## src/rtl/dds_pkg.sv

```systemverilog
// Shared types for the DDS sweep sequencer: FSM states and the
// latched sweep configuration bundle.
package dds_pkg;

   localparam int DDS_PHASE_W = 32;
   localparam int DDS_WIDE    = 12;
   localparam int DDS_CNT     = 8;
   localparam int DDS_STEP_W  = 16;

   typedef enum logic [1:0] {
      IDLE  = 2'd0,
      ARMED = 2'd1,
      RUN   = 2'd2
   } state_t;

   typedef struct packed {
      logic [DDS_PHASE_W-1:0] fstart;
      logic [DDS_PHASE_W-1:0] fstep;
      logic [DDS_STEP_W-1:0]  steps;
      logic [DDS_STEP_W-1:0]  dwell;
      logic                   rpt;
   } cfg_t;

endpackage

```

## src/rtl/dds_phase_acc.sv

```systemverilog
// Phase accumulator with tuning-word register.
// Ports: clk, rst_n; clear/advance act on phase, load/add_step on ftw;
// load_val, step are the ftw operands; addr is the top WIDE phase bits.
module dds_phase_acc
   import dds_pkg::*;
#(
   parameter int PHASE_W = DDS_PHASE_W,
   parameter int WIDE    = DDS_WIDE
) (
   input  logic               clk,
   input  logic               rst_n,
   input  logic               clear,
   input  logic               advance,
   input  logic               load,
   input  logic               add_step,
   input  logic [PHASE_W-1:0] load_val,
   input  logic [PHASE_W-1:0] step,
   output logic [WIDE-1:0]    addr
);

   logic [PHASE_W-1:0] phase;
   logic [PHASE_W-1:0] ftw;

   always_ff @(posedge clk or negedge rst_n) begin
      if (!rst_n) begin
         phase <= '0;
         ftw   <= '0;
      end else begin
         if (clear)
            phase <= '0;
         else if (advance)
            phase <= phase + ftw;
         if (load)
            ftw <= load_val;
         else if (add_step)
            ftw <= ftw + step;
      end
   end

   assign addr = phase[PHASE_W-1 -: WIDE];

endmodule

```

## src/rtl/dds_sweep_ctrl.sv

```systemverilog
// DDS sweep sequencer: config latch, sweep FSM, dwell/segment counters,
// ROM drive and realignment of the ROM's registered output.
// Ports: clk, rst_n; cfg_* config handshake; start/stop control;
// busy/done status; rom_enable/rom_addr/rom_data ROM side;
// wave_o/wave_valid output stream.
module dds_sweep_ctrl
   import dds_pkg::*;
#(
   parameter int PHASE_W = DDS_PHASE_W,
   parameter int WIDE    = DDS_WIDE,
   parameter int CNT     = DDS_CNT,
   parameter int STEP_W  = DDS_STEP_W
) (
   input  logic               clk,
   input  logic               rst_n,
   input  logic               cfg_valid,
   output logic               cfg_ready,
   input  logic [PHASE_W-1:0] cfg_fstart,
   input  logic [PHASE_W-1:0] cfg_fstep,
   input  logic [STEP_W-1:0]  cfg_steps,
   input  logic [STEP_W-1:0]  cfg_dwell,
   input  logic               cfg_repeat,
   input  logic               start,
   input  logic               stop,
   output logic               busy,
   output logic               done,
   output logic               rom_enable,
   output logic [WIDE-1:0]    rom_addr,
   input  logic [CNT-1:0]     rom_data,
   output logic [CNT-1:0]     wave_o,
   output logic               wave_valid
);

   state_t state;
   state_t state_nx;
   cfg_t   cfg;

   logic [STEP_W-1:0] seg_cnt;
   logic [STEP_W-1:0] dwell_cnt;
   logic [STEP_W-1:0] dwell_max;
   logic [WIDE-1:0]   acc_addr;

   logic hs;
   logic seg_end;
   logic last_seg;
   logic ph_clr;
   logic ph_adv;
   logic ftw_load;
   logic ftw_add;
   logic done_nx;

   assign hs        = cfg_valid & cfg_ready;
   // A dwell of 0 behaves like a dwell of 1.
   assign dwell_max = (cfg.dwell == '0) ? '0 : cfg.dwell - STEP_W'(1);
   assign seg_end   = (dwell_cnt == dwell_max);
   assign last_seg  = (seg_cnt == cfg.steps);

   always_comb begin
      state_nx   = state;
      cfg_ready  = 1'b0;
      busy       = 1'b0;
      rom_enable = 1'b0;
      ph_clr     = 1'b0;
      ph_adv     = 1'b0;
      ftw_load   = 1'b0;
      ftw_add    = 1'b0;
      done_nx    = 1'b0;
      unique case (state)
         IDLE: begin
            cfg_ready = 1'b1;
            if (cfg_valid)
               state_nx = ARMED;
         end
         ARMED: begin
            cfg_ready = 1'b1;
            if (start && !stop) begin
               state_nx = RUN;
               ph_clr   = 1'b1;
               ftw_load = 1'b1;
            end
         end
         RUN: begin
            busy       = 1'b1;
            rom_enable = 1'b1;
            ph_adv     = 1'b1;
            if (stop) begin
               state_nx = ARMED;
            end else if (seg_end) begin
               if (!last_seg) begin
                  ftw_add = 1'b1;
               end else if (cfg.rpt) begin
                  // Phase keeps running across the loop.
                  ftw_load = 1'b1;
               end else begin
                  state_nx = ARMED;
                  done_nx  = 1'b1;
               end
            end
         end
         default: state_nx = IDLE;
      endcase
   end

   always_ff @(posedge clk or negedge rst_n) begin
      if (!rst_n) begin
         state      <= IDLE;
         cfg        <= '0;
         seg_cnt    <= '0;
         dwell_cnt  <= '0;
         done       <= 1'b0;
         wave_valid <= 1'b0;
      end else begin
         state      <= state_nx;
         done       <= done_nx;
         wave_valid <= rom_enable;
         if (hs)
            cfg <= '{fstart: cfg_fstart,
                     fstep:  cfg_fstep,
                     steps:  cfg_steps,
                     dwell:  cfg_dwell,
                     rpt:    cfg_repeat};
         if (ph_clr) begin
            seg_cnt   <= '0;
            dwell_cnt <= '0;
         end else if (state == RUN && !stop) begin
            if (seg_end) begin
               dwell_cnt <= '0;
               seg_cnt   <= last_seg ? '0 : seg_cnt + STEP_W'(1);
            end else begin
               dwell_cnt <= dwell_cnt + STEP_W'(1);
            end
         end
      end
   end

   dds_phase_acc #(
      .PHASE_W (PHASE_W),
      .WIDE    (WIDE)
   ) u_acc (
      .clk      (clk),
      .rst_n    (rst_n),
      .clear    (ph_clr),
      .advance  (ph_adv),
      .load     (ftw_load),
      .add_step (ftw_add),
      .load_val (cfg.fstart),
      .step     (cfg.fstep),
      .addr     (acc_addr)
   );

   assign rom_addr = rom_enable ? acc_addr : '0;
   assign wave_o   = wave_valid ? rom_data : '0;

endmodule
```

## config.mk

```make
export PLATFORM = sky130hd
export DESIGN_NAME = dds_sweep_ctrl
export DESIGN_NICKNAME = d
export VERILOG_FILES = /design/src/rtl/dds_pkg.sv /design/src/rtl/dds_phase_acc.sv /design/src/rtl/dds_sweep_ctrl.sv
export SDC_FILE = /design/constraint.sdc
export NUM_CORES = 1
export LEC_CHECK = 0
export BUFFER_PORTS_ARGS = -buffer_cell sky130_fd_sc_hd__clkbuf_2
export CAP_MARGIN = 20
export CELL_PAD_IN_SITES_DETAIL_PLACEMENT = 1
export CELL_PAD_IN_SITES_GLOBAL_PLACEMENT = 1
export CORE_UTILIZATION = 34
export DETAILED_ROUTE_END_ITERATION = 7
export GPL_ROUTABILITY_DRIVEN = 0
export PLACE_DENSITY_LB_ADDON = 0.1
export SETUP_SLACK_MARGIN = 0.3
export SYNTH_ARGS = -nofsm -noshare
export SYNTH_HDL_FRONTEND = slang
export SYNTH_SLANG_ARGS = --single-unit
```

## constraint.sdc

```tcl
create_clock -name clk -period 11 [get_ports clk]
set_input_delay 0.55 -clock clk [delete_from_list [all_inputs] [get_ports clk]]
set_output_delay 0.55 -clock clk [all_outputs]
set_load 0.005 [all_outputs]
```

==> results of run 1 <==
==> cells in the mapped netlist, drive strengths merged (5+ instances only) <==
cell / n
o31ai: 11
nor2b: 6
or4: 9
o21ai: 60
nor4: 10
clkbuf: 27
a31oi: 19
inv: 31
a21o: 35
nor3: 25
o41ai: 12
nand4: 16
buf: 16
ha: 68
nand2: 51
and2: 25
nor2: 134
dfrtp: 197
o21bai: 8
nand2b: 18
a211oi: 12
nor3b: 7
xnor2: 64
or3: 11
o21a: 7
and3: 17
mux2i: 55
o211ai: 5
nand3: 20
xor2: 29
mux2: 102
a21oi: 82
==> metal layers <==
metal	routed length [µm]	vias up	share of wire [%]	GRT usage [%]
met4	330	0	1.0	3.88
met3	754	20	2.3	3.09
li1	-	4782	-	-
met5	0	-	0	0
met1	15800	4833	48	24.7
met2	16000	91	49	31.3
==> stage by stage <==
step / setup slack [ps] / utilization, %
finish: 6370 / 39.6
global route: 6140 / 39.6
CTS: 6370 / 39.6
detailed placement: 6380 / 37.9
global placement: 6470 / 37.8
floorplan: 7160 / -
==> logic make-up (layout without fill, tap and decap cells) <==
family / Yosys count / after routing / synth area share (%)
DFF: 197 / 197 / 39.8
and+or+nand+nor: 369 / 369 / 15.2
muxes: 157 / 157 / 13.7
adders and majority gates: 70 / 70 / 7.19
buffers and inverters: 74 / 206 / 2.54
AOI/OAI and AO/OA: 287 / 287 / 14.9
xor gates and xnor gates: 93 / 93 / 6.58
==> state kept, by name, indices dropped and copies added, names as in the netlist <==
register / cells
wave_valid: 1
done: 1
cfg: 97
dwell_cnt: 16
u_acc.ftw: 32
seg_cnt: 16
u_acc.phase: 32
state: 2
==> worst max-delay path, delay by kind of cell, from the launching register on <==
kind,cells,cell delay [ps]
buffers and inverters,1,580
flip-flops,1,480
AND/OR/NAND/NOR,6,2700
multiplexers,2,640
AO/OA/AOI/OAI,1,90
==> path summary, 6_finish.rpt <==
path / startpoint / endpoint / slack, ps / cells past startpoint
max: cfg[13] / u_acc.ftw[15] / 6370 / 10
min: rst_n / cfg[44] / 160 / 1
max reg2reg: cfg[13] / u_acc.ftw[15] / 6370 / 10
min reg2reg: cfg[95] / cfg[95] / 510 / 1
max in group asynchronous: rst_n / u_acc.phase[24] / 9510 / 2
min in group clk: cfg_steps[11] / cfg[28] / 320 / 2
==> cell type report <==
cell class / instances / area [µm²] / area share, %
multi-input combinational: 976 / 7160 / 50.6
sequential: 197 / 4930 / 34.8
timing repair buffer: 143 / 751 / 5.30
tap: 461 / 577 / 4.07
clock buffer: 17 / 425 / 3.01
clock inverter: 15 / 194 / 1.37
inverter: 31 / 116 / 0.822
==> cell usage in the layout (no fill, tap or decap), drive strengths merged, types with 5 or more instances in the layout <==
cell type,n
nand4,16
nor3b,7
nand3,20
xnor2,64
ha,68
nor3,25
a31oi,19
o211ai,5
clkbuf,151
nand2,51
o41ai,12
nor2b,6
mux2i,55
a21oi,82
or3,11
dfrtp,197
o21a,7
and3,17
o21bai,8
o21ai,60
or4,9
buf,9
nand2b,18
xor2,29
nor4,10
nor2,134
a21o,35
inv,35
a211oi,12
mux2,102
and2,25
o31ai,11
==> where the power goes <==
group / switching [µW] / internal [µW]
Sequential: 290 / 1050
Combinational: 1400 / 1240
Clock: 318 / 364
Total: 2010 / 2650
==> impl_metrics.json, run 1 <==
{
  "status": "complete, but fails checks",
  "violations": "design-rule violations",
  "crit_chain": "nor4_1 -> nand4_1 -> nor3_1 -> a21oi_1 -> or4_4 -> or4b_4 -> nor3_4 -> buf_4 -> mux2_1 -> mux2_2",
  "netlist_area_mm2": 0.0124,
  "drtAntennaViolNets": 0,
  "tns_ps": 0,
  "drt-vias-per-instance": 5.29,
  "final_area_mm2": 0.0142,
  "synth_cell_type_count": 73,
  "setup_viol": 0,
  "max_freq_mhz": 216,
  "antenna_found_initial": 0,
  "finalMaxSlewViolations": 0,
  "ios": 135,
  "holdWs_ps": 158,
  "drc_errors": 12,
  "ctsHtreeMaxLevel": 4,
  "yosys_warnings": 0,
  "synth_top_area_share_pct": 39.8,
  "initial_core_util_pct": 34.7,
  "hp-class": "in2async",
  "cts_root_buf": "clkbuf_16",
  "cts_tree": "yes",
  "grt_pass1_vias": 10239,
  "wl_per_cell_um": 17.9,
  "critPathMaxFanout": 33,
  "arrival_ps": 4970,
  "endpoint_kind": "register",
  "drt_iter0_drc": 263,
  "tightest_slew_ps": 947,
  "num_rows": 69,
  "cts.sinks": 197,
  "overflow": 0,
  "wirelength_mm": 32.9,
  "crit_type": "reg2reg",
  "die_y_um": 193,
  "cts_buffers": 17,
  "yosys_register_bits": 197,
  "async_flop_share_pct": 100,
  "hold_viol": 0,
  "post-route-period-util_pct": 42.1,
  "first_pass_iters": 8,
  "synthTopCellsByArea": "dfrtp_1 (40%), mux2_2 (9.2%), ha_1 (6.9%), xnor2_1 (4.5%), mux2i_1 (4.4%)",
  "slowest_delay_ps": 680,
  "skew_ps": 11.8,
  "power_uw": 4660,
  "core_mm2": 0.0357,
  "clk_latency_ps": 460,
  "grt_max_degree": 94,
  "start_kind": "register",
  "rsz0062_at_grt": "false",
  "required_ps": 11340,
  "cap_viol_max_count": 0,
  "fin_cells": 1840,
  "cts_hold_buf": 0,
  "hpwl_mm": 24.2,
  "synthesis.nets": 1427,
  "cts_setup_buffers": 0,
  "slew-limit-headroom_pct": 35.2,
  "nFillCells": 4099,
  "io_buffers": 134,
  "cts_resized": 0,
  "synth_top_area_cell": "dfrtp_1",
  "dp.cells": 1808,
  "cts.path.max_buffers": 2,
  "power.density_mw_per_mm2": 329,
  "syn2layout_area_growth_pct": 14.3,
  "yosysSeqAreaShare_pct": 39.8,
  "min_period_ps": 4630,
  "antenna_cells": 0,
  "avgSynthCellArea_um2": 9.93,
  "die_w_um": 193,
  "p_leak_uw": 0.00619,
  "via_count": 9726,
  "placedInstanceArea_mm2": 0.0135,
  "die-area_mm2": 0.0372,
  "drive_gt1_share_pct": 21.4,
  "synth_cells": 1247,
  "synth-main-ff-cell": "dfrtp_1",
  "ir_drop_mv": 0.133,
  "cts.clk_slew.worst_paths_ps": 80,
  "synth_edf_count": 0,
  "grt_pass1_wl_mm": 54.0,
  "finish.net_count": 1546,
  "slowest_stage": "nor4_1",
  "grt_usage_pct": 18.5
}
No activity file was read; power rests on OpenSTA's default activity.
==> run 2, diff against run 1 <==
--- a/config.mk
+++ b/config.mk
@@ -5,6 +5,7 @@
 export SDC_FILE = /design/constraint.sdc
 export NUM_CORES = 1
 export LEC_CHECK = 0
+export ABC_AREA = 1
 export BUFFER_PORTS_ARGS = -buffer_cell sky130_fd_sc_hd__clkbuf_2
 export CAP_MARGIN = 20
 export CELL_PAD_IN_SITES_DETAIL_PLACEMENT = 1
==> constraint.sdc (replaced) <==
create_clock -name clk -period 3.7 [get_ports clk]
set_input_delay 0.185 -clock clk [delete_from_list [all_inputs] [get_ports clk]]
set_output_delay 0.185 -clock clk [all_outputs]
set_load 0.005 [all_outputs]
==> impl_metrics.json, run 2 <==
{
  "status": "completed",
  "grt_pass1_wl_mm": 68.9,
  "overflow": 0,
  "avgSynthCellArea_um2": 7.87,
  "antenna_found_initial": 0,
  "grt_max_degree": 90,
  "drtAntennaViolNets": 0,
  "placedInstanceArea_mm2": 0.0144,
  "endpoint_kind": "register",
  "die_w_um": 199,
  "synth-main-ff-cell": "dfrtp_1",
  "die-area_mm2": 0.0396,
  "synth_cell_type_count": 48,
  "hold_viol": 0,
  "drive_gt1_share_pct": 16.4,
  "worst_slack_ps": 687,
  "reg_top3": "cfg x97, u_acc.ftw x32, u_acc.phase x32",
  "finish.net_count": 2073,
  "cap_viol_max_count": 0,
  "cts_root_buf": "clkbuf_16",
  "io_buffers": 134,
  "drt_iter0_drc": 588,
  "skew_ps": 11.1,
  "num_rows": 71,
  "cts.sinks": 197,
  "top_register": "cfg",
  "initial_core_util_pct": 34.8,
  "antenna_cells": 0,
  "synth_top_area_cell": "dfrtp_1",
  "crit_type": "reg2reg",
  "p_leak_uw": 0.00773,
  "drc_errors": 0,
  "netlist_area_mm2": 0.0132,
  "async_flop_share_pct": 100,
  "ir_drop_mv": 0.400,
  "cts_buffers": 17,
  "via_count": 12224,
  "wl_per_cell_um": 17.5,
  "tightest_slew_ps": 811,
  "yosys_warnings": 0,
  "slew-limit-headroom_pct": 46.0,
  "first_pass_iters": 4,
  "final_common_cell": "nand2_1",
  "arrival_ps": 3400,
  "synth-xor-area-share_pct": 3.98,
  "ios": 135,
  "hp-class": "in2reg",
  "die_y_um": 199,
  "rsz0062_at_grt": "false",
  "synth_fa_ha_area_share_pct": 6.75,
  "max_freq_mhz": 332,
  "cts_tree": "yes",
  "cts_setup_buffers": 0,
  "power.density_mw_per_mm2": 713,
  "synthesis.nets": 1855,
  "grt_pass1_vias": 12966,
  "clk_latency_ps": 500,
  "core_mm2": 0.0379,
  "cts.path.max_buffers": 2,
  "yosys-top-cells-count": "nand2_1 (333), dfrtp_1 (197), nand3_1 (189)",
  "drt-vias-per-instance": 5.06,
  "synth_top_area_share_pct": 37.4,
  "grt_usage_pct": 22.8,
  "dp_slack_ps": 473,
  "required_ps": 4080,
  "synth-simple-area-share_pct": 27.3,
  "finalMaxSlewViolations": 0,
  "largest_register_ffs": 97,
  "synth_top_family_by_area": "simple AND/OR/NAND/NOR gates",
  "yosysSeqAreaShare_pct": 37.4,
  "post-route-period-util_pct": 81.4,
  "ctsHtreeMaxLevel": 4,
  "synth_edf_count": 0,
  "wirelength_mm": 42.4,
  "syn2layout_area_growth_pct": 21.5,
  "critPathMaxFanout": 4,
  "synthTopCellsByArea": "dfrtp_1 (37%), nand2_1 (9.5%), nand3_1 (7.2%), mux2_2 (6.8%), ha_1 (6.5%)",
  "tns_ps": 0,
  "cts.clk_slew.worst_paths_ps": 80,
  "min_period_ps": 3010,
  "final_area_mm2": 0.0160,
  "yosys_register_bits": 197,
  "final_cell_mix": "nand2_1 (332), dfrtp_1 (197), nand3_1 (189), inv_1 (162), nor2_1 (152)",
  "setup_viol": 0,
  "start_kind": "register",
  "synth_compound_area_share_pct": 10.8,
  "muxShareOfSynthArea_pct": 6.83,
  "post-synth-top-count-cell": "nand2_1",
  "synth_cells": 1675,
  "hpwl_mm": 32.2
}
-- run 2: logic make-up (layout without fill, tap and decap cells) --
| kind of cell | Yosys count | count (layout) |
|---|---|---|
| compound gates | 260 | 260 |
| xor+xnor | 60 | 60 |
| mux | 80 | 80 |
| buf+inv | 216 | 447 |
| fa+ha+maj | 70 | 70 |
| flops | 197 | 197 |
| simple gates | 792 | 792 |
-- run 2: layer usage --
layer | GRT usage (%) | part of all wire, % | wire length [µm] | vias to the layer above
met4 | 6.21 | 1.5 | 624 | 0
met5 | 0 | 0 | 0 | -
li1 | - | - | - | 6090
met1 | 28.9 | 47 | 19800 | 5983
met2 | 39.6 | 50 | 21000 | 118
met3 | 4.00 | 2.2 | 944 | 33
-- run 2: final cells by class --
class,instances,area (µm²)
tap,511,639
timing repair buffer,249,1810
multi-input combinational,1262,7390
clock buffer,18,429
fill,4666,21900
sequential,197,4930
clock inverter,14,199
inverter,166,623
-- run 2: where the power goes --
group | switching (µW) | internal, µW | leakage [µW]
registers | 878 | 3050 | 0.00249
clock network | 962 | 1080 | 0.000299
logic | 3270 | 2180 | 0.00494
-- run 2: through the flow --
step                utilization [%]  instances  power (µW)  hold WS, ps
global route                   42.2       2417       12400          217
global placement               37.9       2287        9220          322
CTS                            42.2       2417       11600          159
detailed placement             37.9       2287        9360          326
floorplan                         -       1675        7620         -111
finish                         42.2       2417       11400          203
-- run 2: final timing paths --
check	start	slack [ps]	cells after the start	end
worst max-delay path	u_acc.ftw[0]	690	14	u_acc.ftw[22]
worst min-delay path	stop	200	4	done
worst max register to register	u_acc.ftw[0]	690	14	u_acc.ftw[22]
worst min register to register	u_acc.phase[8]	490	2	u_acc.phase[8]
max in group asynchronous	rst_n	2440	3	u_acc.ftw[20]
min in group asynchronous	rst_n	320	2	u_acc.phase[2]
-- run 2: worst max-delay path, stage by stage, from the launching register on --
cell and delay (ps):
dfrtp_1 410, ha_1 200, inv_1 60, fa_1 400, inv_1 70, nand3_1 60
nand2_1 190, a21boi_0 210, o21ai_0 530, nand2_1 140, nand2_1 170, a21oi_1 140
xnor2_1 150, nand3_1 100, nand3_1 80
-- run 2: timing repair --
action	4_1_cts	5_1_grt
endpoints found under the setup margin	0	54
hold endpoints to repair	183	0
gates resized for setup	0	4
hold buffers	98	0
